File: config.mk
export PLATFORM = sky130hd
export DESIGN_NAME = md_sequencer
export DESIGN_NICKNAME = d
export VERILOG_FILES = /design/src/rtl/md_sequencer.sv
export SDC_FILE = /design/constraint.sdc
export NUM_CORES = 1
export LEC_CHECK = 0
export ABC_AREA = 1
export CORE_ASPECT_RATIO = 2
export CORE_MARGIN = 2
export CORE_UTILIZATION = 40
export CTS_CLUSTER_SIZE = 14
export DETAILED_ROUTE_END_ITERATION = 12
export DONT_BUFFER_PORTS = 1
export PLACE_DENSITY = 0.64
export SLEW_MARGIN = 20
export SYNTH_ARGS = -nofsm -noshare
export SYNTH_HDL_FRONTEND = slang
export SYNTH_SLANG_ARGS = --single-unit
File: constraint.sdc
create_clock -name clk -period 4.46 [get_ports clk]
set_clock_uncertainty 0.15 [all_clocks]
set_input_delay 0.892 -clock clk [delete_from_list [all_inputs] [get_ports clk]]
set_output_delay 0.892 -clock clk [all_outputs]
set_load 0.02 [all_outputs]
File: src/rtl/md_sequencer.sv
// md_sequencer: iterative multiply/divide unit for the EX stage.
// One shift-add or restoring-divide step per cycle, then a sign fix-up cycle that writes HI/LO.
module md_sequencer #(
    parameter int DATA_WIDTH = 32,
    parameter int OPERATE    = 5
) (
    input  logic                  clk,
    input  logic                  rst_n,
    input  logic                  md_start,
    input  logic [OPERATE-1:0]    md_function,
    input  logic [DATA_WIDTH-1:0] md_src1,
    input  logic [DATA_WIDTH-1:0] md_src2,
    input  logic                  md_flush,
    output logic                  md_busy,
    output logic                  md_done,
    output logic                  md_div_by_zero,
    output logic [DATA_WIDTH-1:0] md_hi,
    output logic [DATA_WIDTH-1:0] md_lo
);
    localparam int W  = DATA_WIDTH;
    localparam int W2 = 2 * DATA_WIDTH;
    localparam int CW = $clog2(DATA_WIDTH);

    localparam logic [OPERATE-1:0] FN_MULT  = OPERATE'(8);
    localparam logic [OPERATE-1:0] FN_MULTU = OPERATE'(9);
    localparam logic [OPERATE-1:0] FN_DIV   = OPERATE'(10);
    localparam logic [OPERATE-1:0] FN_DIVU  = OPERATE'(11);

    localparam logic [CW-1:0] LAST_ITER = CW'(W - 1);
    localparam logic [CW-1:0] ONE_CW    = CW'(1);
    localparam logic [W-1:0]  ONE_W     = W'(1);
    localparam logic [W2-1:0] ONE_2W    = W2'(1);

    typedef enum logic [1:0] {IDLE, CALC, SIGN} state_e;

    state_e        state_q, state_d;
    logic [CW-1:0] cnt_q, cnt_d;
    logic          div_q, div_d;
    logic          dbz_op_q, dbz_op_d;
    logic          neg_lo_q, neg_lo_d;
    logic          neg_hi_q, neg_hi_d;
    logic [W-1:0]  opb_q, opb_d;
    logic [W2-1:0] acc_q, acc_d;
    logic          busy_q, busy_d;
    logic          done_q, done_d;
    logic          dbz_q, dbz_d;
    logic [W-1:0]  hi_q, hi_d;
    logic [W-1:0]  lo_q, lo_d;

    logic          fn_valid, fn_div, fn_signed, div_zero;
    logic          src1_neg, src2_neg;
    logic [W-1:0]  src1_abs, src2_abs;
    logic [W:0]    mul_sum, div_rem, div_diff;
    logic          div_ge;
    logic [W2-1:0] prod_neg;
    logic [W-1:0]  quo_neg, rem_neg;

    always_comb begin
        fn_valid  = (md_function == FN_MULT) || (md_function == FN_MULTU) ||
                    (md_function == FN_DIV)  || (md_function == FN_DIVU);
        fn_div    = (md_function == FN_DIV) || (md_function == FN_DIVU);
        fn_signed = (md_function == FN_MULT) || (md_function == FN_DIV);
        div_zero  = fn_div && (md_src2 == '0);
        // Divide-by-zero keeps the raw dividend so the remainder comes out as src1 untouched.
        src1_neg  = fn_signed && md_src1[W-1] && !div_zero;
        src2_neg  = fn_signed && md_src2[W-1];
        src1_abs  = src1_neg ? (~md_src1 + ONE_W) : md_src1;
        src2_abs  = src2_neg ? (~md_src2 + ONE_W) : md_src2;

        mul_sum   = {1'b0, acc_q[W2-1:W]} + (acc_q[0] ? {1'b0, opb_q} : '0);
        div_rem   = acc_q[W2-1:W-1];
        div_ge    = div_rem >= {1'b0, opb_q};
        div_diff  = div_rem - {1'b0, opb_q};
        prod_neg  = ~acc_q + ONE_2W;
        quo_neg   = ~acc_q[W-1:0] + ONE_W;
        rem_neg   = ~acc_q[W2-1:W] + ONE_W;

        state_d  = state_q;
        cnt_d    = cnt_q;
        div_d    = div_q;
        dbz_op_d = dbz_op_q;
        neg_lo_d = neg_lo_q;
        neg_hi_d = neg_hi_q;
        opb_d    = opb_q;
        acc_d    = acc_q;
        busy_d   = busy_q;
        done_d   = 1'b0;
        dbz_d    = 1'b0;
        hi_d     = hi_q;
        lo_d     = lo_q;

        case (state_q)
            IDLE: begin
                if (md_start && fn_valid && !md_flush) begin
                    state_d  = CALC;
                    cnt_d    = '0;
                    busy_d   = 1'b1;
                    div_d    = fn_div;
                    dbz_op_d = div_zero;
                    neg_lo_d = src1_neg ^ src2_neg;
                    neg_hi_d = src1_neg;
                    acc_d    = {{W{1'b0}}, src1_abs};
                    opb_d    = src2_abs;
                end
            end
            CALC: begin
                if (md_flush) begin
                    state_d = IDLE;
                    busy_d  = 1'b0;
                end else begin
                    cnt_d = cnt_q + ONE_CW;
                    if (div_q) begin
                        acc_d = {(div_ge ? div_diff[W-1:0] : div_rem[W-1:0]), acc_q[W-2:0], div_ge};
                    end else begin
                        acc_d = {mul_sum, acc_q[W-1:1]};
                    end
                    if (cnt_q == LAST_ITER) begin
                        state_d = SIGN;
                    end
                end
            end
            SIGN: begin
                state_d = IDLE;
                busy_d  = 1'b0;
                if (!md_flush) begin
                    done_d = 1'b1;
                    dbz_d  = dbz_op_q;
                    if (div_q) begin
                        hi_d = neg_hi_q ? rem_neg : acc_q[W2-1:W];
                        lo_d = neg_lo_q ? quo_neg : acc_q[W-1:0];
                    end else begin
                        {hi_d, lo_d} = neg_lo_q ? prod_neg : acc_q;
                    end
                end
            end
            default: begin
                state_d = IDLE;
                busy_d  = 1'b0;
            end
        endcase
    end

    always_ff @(posedge clk) begin
        if (!rst_n) begin
            state_q  <= IDLE;
            cnt_q    <= '0;
            div_q    <= 1'b0;
            dbz_op_q <= 1'b0;
            neg_lo_q <= 1'b0;
            neg_hi_q <= 1'b0;
            opb_q    <= '0;
            acc_q    <= '0;
            busy_q   <= 1'b0;
            done_q   <= 1'b0;
            dbz_q    <= 1'b0;
            hi_q     <= '0;
            lo_q     <= '0;
        end else begin
            state_q  <= state_d;
            cnt_q    <= cnt_d;
            div_q    <= div_d;
            dbz_op_q <= dbz_op_d;
            neg_lo_q <= neg_lo_d;
            neg_hi_q <= neg_hi_d;
            opb_q    <= opb_d;
            acc_q    <= acc_d;
            busy_q   <= busy_d;
            done_q   <= done_d;
            dbz_q    <= dbz_d;
            hi_q     <= hi_d;
            lo_q     <= lo_d;
        end
    end

    assign md_busy        = busy_q;
    assign md_done        = done_q;
    assign md_div_by_zero = dbz_q;
    assign md_hi          = hi_q;
    assign md_lo          = lo_q;

endmodule

**After elaboration in Yosys (flattened, before gate mapping)**

Cells that the tools add are included.

- Input bits: 73
- Logic and storage cells: 89
- Output and inout bits: 67
- Flip-flop bits (word level): 174

- Bitwise gates (word level): 9
- Reduce and logical (&&, ||, !) cells: 23
- $add $sub $neg: 8
- Muxes and demuxes: 24
- Order comparisons: 1
- Equality and inequality tests: 11

Operator list:

| operator | count |
|---|---|
| $mux 32 | 8 |
| $mux 64 | 4 |
| $add 32x1->32 const B | 4 |
| $not 32->32 | 4 |
| $pmux 64 s2 | 1 |
| $add 64x1->64 const B | 1 |
| $not 64->64 | 1 |
| $add 32x32->33 | 1 |
| $ge 33x32->1 | 1 |
| $logic_not 32->1 | 1 |
| $sub 32x32->32 | 1 |
| $eq 5x4->1 const B | 4 |
| $mux 5 | 2 |
| $pmux 5 s2 | 1 |
| $reduce_and 2->1 | 5 |
| $logic_and 1x1->1 | 6 |
| $mux 2 | 3 |
| $ne 2x2->1 const B | 3 |
| $add 5x1->5 const B | 1 |
| $eq 5x5->1 const B | 1 |
| $logic_or 1x1->1 | 5 |
| $pmux 2 s2 | 1 |
| $mux 1 | 3 |
| $ne 3x3->1 const B | 1 |
| other kinds (10) | 13 |

**Logic depth before layout (Yosys ltp)**

- Word-level depth: 8
- Mapped depth: 19
- Mapped depth without buffers: 17

**Worst setup path before layout**

No wires, ideal clock.

- Kind: reg2reg
- Start: register acc_q[0]
- End: register acc_q[63]
- Required time: 4.240 ns
- Buffers on the path: 2
- Clock period less this slack: 2.683 ns
- Library setup time: 0.070 ns
- Setup slack: 1.777 ns
- Data arrival time: 2.463 ns
- Stages on the path, launching flop included: 19
- Path through: dfxtp_1 -> buf_2 -> clkbuf_1 -> nand2_1 -> inv_1 -> ha_1 -> inv_1 -> fa_1 -> o21ai_2 -> inv_1 -> o21bai_1 -> nand2_1 -> nand3_1 -> nand2_1 -> nand2_1 -> nand2_1 -> inv_1 -> nand2_1 -> a21oi_1

- Longest elaborated chain between the ends: 5

RTL lines:

| item | line | RTL |
|---|---|---|
| start, declared | 43 | `logic [W2-1:0] acc_q, acc_d;` |
| start signal, assigned | 152 | `acc_q <= '0;` |
| start signal, assigned | 166 | `acc_q <= acc_d;` |
| $mux 32 | 70 | `mul_sum = {1'b0, acc_q[W2-1:W]} + (acc_q[0] ? {1'b0, opb_q} : '0);` |
| $add 32x32->33 | 70 |  |
| $mux 64 | 112 | `if (div_q) begin` |
| $mux 64 | 107 | `if (md_flush) begin` |
| $pmux 64 s2 | 92 | `case (state_q)` |

Every way passes these cells. The select of a mux whose other input is x is not followed.
A chain may end at the register's enable or synchronous reset.

**Final worst setup path**

Same ends and word-level chain as after synthesis.

==> flow_summary.ini <==
[sta]
worst_pin_slew_ns = 1.21
finalCritPeriodShare_pct = 77.5
whs_ns = 0.326
fmax_ghz = 0.289
slew_headroom_pct = 19.4
hold_viol = 0
drv_slew = 0
rsz0062_at_grt = false
finalSetupViolCount = 0
tns_ns = 0
final.min_clock_period_ns = 3.46

[logic_synthesis]
syn-cell-area_sq_um = 16900
yosysSeqAreaShare_pct = 20.7
yosysMostFrequentCell = nand2_1
synth_top_area_cell = dfxtp_1
ys_ff_latch = 174
synth_cells = 3021
synth.top_cell.area_share_pct = 20.7
synth_common_cells = 878 x nand2_1, 404 x inv_1, 378 x nor2_1, 241 x nand3_1, 235 x a21oi_1
synth_area_leaders = dfxtp_1 21%, nand2_1 20%, inv_1 9.0%
ys.flop_type = dfxtp_1
synth_nets = 3166
yosysWarnings = 0
async_flop_share_pct = 0
synth_edf_count = 0
synth_cell_types = 50
avgSynthCellArea_sq_um = 5.58

[critical_path]
crit_chain = buf_4 -> nand2_1 -> inv_1 -> ha_1 -> inv_1 -> fa_1 -> o21ai_2 -> inv_1 -> o21bai_1 -> nand2_1 -> nand3_1 -> nand2_1 -> nand2_1 -> nand2_1 -> inv_1 -> nand2_1 -> a21oi_1
critical_path_buf_inv_count = 5
max_stage_delay_ns = 0.43
cp.arrival_ns = 3.72
crit_type = reg -> reg
end_kind = flip-flop
slowest_stage = fa_1
critPathTopFamily = compound AO/OA/AOI/OAI gates
worstPathRequired_ns = 4.72
cp-start-kind = flip-flop
path_common_cell = nand2_1
critPathMaxFanout = 32

[route]
routed_via_density = 5.66
routedWlPerCell_um = 23.5
drt_first_pass_iters = 8
drt_iter0_drc = 1267
ant_nets = 0
vias = 19900
drt_wl_total_um = 82700
drc = 0

[hold_path]
hold_path.class = reg -> reg

[power_and_ir_drop]
peakVddDrop_uv = 266
p_seq_share_pct = 39.5
switchingPower_mw = 1.42
comb_power_share_pct = 20.3
p_sw_share_pct = 35.4
clkPwrFrac_pct = 40.2
p_leak_nw = 9.10
intPower_mw = 2.60
power.density_nw_per_um2 = 225

[cts]
cts_inserted_buffers = 17
post-cts-setup-buffers = 0
clock-sinks = 174
ctsResizeCount = 0
clockBufferDepth = 2
cts_tree = yes
holdBufCountCts = 0
clk_latency_ns = 0.49
htreeDepth = 4
cts.clk_slew.worst_paths_ns = 0.08
root_buffer = clkbuf_16

[outcome]
status = finished clean

[grt]
grt_util_met3_pct = 7.68
overflow = 0
use_met1_pct = 29.1
grt_usage_pct = 37.1
top_usage_layer = met2
grt_pass1_wl_um = 118000
grt_pass1_vias = 19500
grt_max_degree = 112
antenna_found_initial = 0
grt_util_met2_pct = 67.1

[floorplan]
start_util_pct = 40.5
fp-row-count = 106
fp.dieArea_sq_um = 43900
core_area_sq_um = 41600
io_pins = 140
die_h_um = 294
die_x_um = 149

[run]
max-cap-violations = 0

[layout]
nNetsFinal = 3105
drive_gt1_share_pct = 4.00
syn_to_final_growth_pct = 6.08
num_antenna_cells = 0
num-fill-cells = 4692
fin_cells = 3513

[placed_design]
post-dp-hpwl_um = 67200
dp_cells = 3481
io_buffers = 0
gp_congestion = 1.09
-- worst register-to-register path, cell delays in order (launching register included) --
cell and delay, ns:
dfxtp_1 0.37, buf_4 0.39, nand2_1 0.13, inv_1 0.07
ha_1 0.21, inv_1 0.08, fa_1 0.43, o21ai_2 0.26
inv_1 0.07, o21bai_1 0.41, nand2_1 0.21, nand3_1 0.22
nand2_1 0.07, nand2_1 0.06, nand2_1 0.04, inv_1 0.06
nand2_1 0.04, a21oi_1 0.10
-- stage by stage --
step                      worst slack, ns  util (%)  power (mW)  cell area, sq um
after floorplan                      1.78         -        2.17             16900
after global routing                0.853      43.0        4.13             17900
final                                1.00      43.0        4.02             17900
after CTS                            1.04      43.0        4.00             17900
after detailed placement            0.709      41.5        2.41             17300
after global placement              0.657      41.5        2.41             17300
-- logic make-up after synthesis --
family | count (synthesis) | share of synthesized area (%)
and+or+nand+nor | 1644 | 40.8
AOI/OAI and AO/OA | 535 | 17.1
adders and majority gates | 72 | 5.43
xor gates and xnor gates | 76 | 3.95
DFF | 174 | 20.7
buffers and inverters | 520 | 12.0
-- cells in the final DEF, fill, tap and decap left out, types with 3 or more instances in the layout --
master,instances
o21ai_2,3
nand2_2,7
o22ai_1,18
nor2_4,4
nor2_2,12
nand4_1,37
inv_2,7
ha_1,70
nor2_1,376
o21bai_1,20
dfxtp_1,173
inv_8,3
xnor2_1,4
a31oi_1,9
or2_2,9
xor2_1,72
nand2_4,3
inv_1,404
nor3_2,6
clkbuf_16,17
nand3_1,241
clkinv_8,3
o21ai_1,9
o21ai_0,208
nand2_1,878
inv_6,4
nand3_2,4
nor4_1,11
a21boi_0,3
nor3_1,36
buf_4,27
a21oi_1,235
nand3b_1,15
o211ai_1,5
a21o_1,6
o221ai_1,9
-- layout make-up --
type	count	area, sq um	area share [%]
Sequential cell	174	3480	19.5
Clock buffer	18	439	2.46
Timing Repair Buffer	27	203	1.13
Clock inverter	14	170	0.951
Inverter	413	1550	8.68
Tap cell	540	676	3.78
Multi-Input combinational cell	2327	11400	63.5
-- flip-flops by register name, indices dropped and copies added (netlist names) --
signal and count:
md_hi 32, md_lo 32, md_done 1, div_q 1, neg_lo_q 1, state_q 2
md_busy 1, opb_q 32, cnt_q 5, neg_hi_q 1, md_div_by_zero 1, acc_q 64
dbz_op_q 1
-- metal layers --
metal,routed length [um],vias up
li1,-,9581
met1,23500,9006
met2,41900,898
met3,4970,401
met4,12300,0
met5,0,-
-- final timing paths --
check,from,endpoint,slack [ns],cells past startpoint
worst max-delay path,acc_q[0],acc_q[63],1.00,17
worst min-delay path,cnt_q[2],cnt_q[2],0.33,1
worst max register to register,acc_q[0],acc_q[63],1.00,17
worst min register to register,cnt_q[2],cnt_q[2],0.33,1
-- power groups by stage --
stage	sequential, mW	combinational, mW	clock [mW]
after floorplan	1.61	0.557	0
after global placement	1.62	0.783	0
after detailed placement	1.62	0.787	0
after CTS	1.59	0.791	1.62
after global routing	1.59	0.871	1.67
final	1.59	0.817	1.62
No activity file was read; power rests on OpenSTA's default activity.
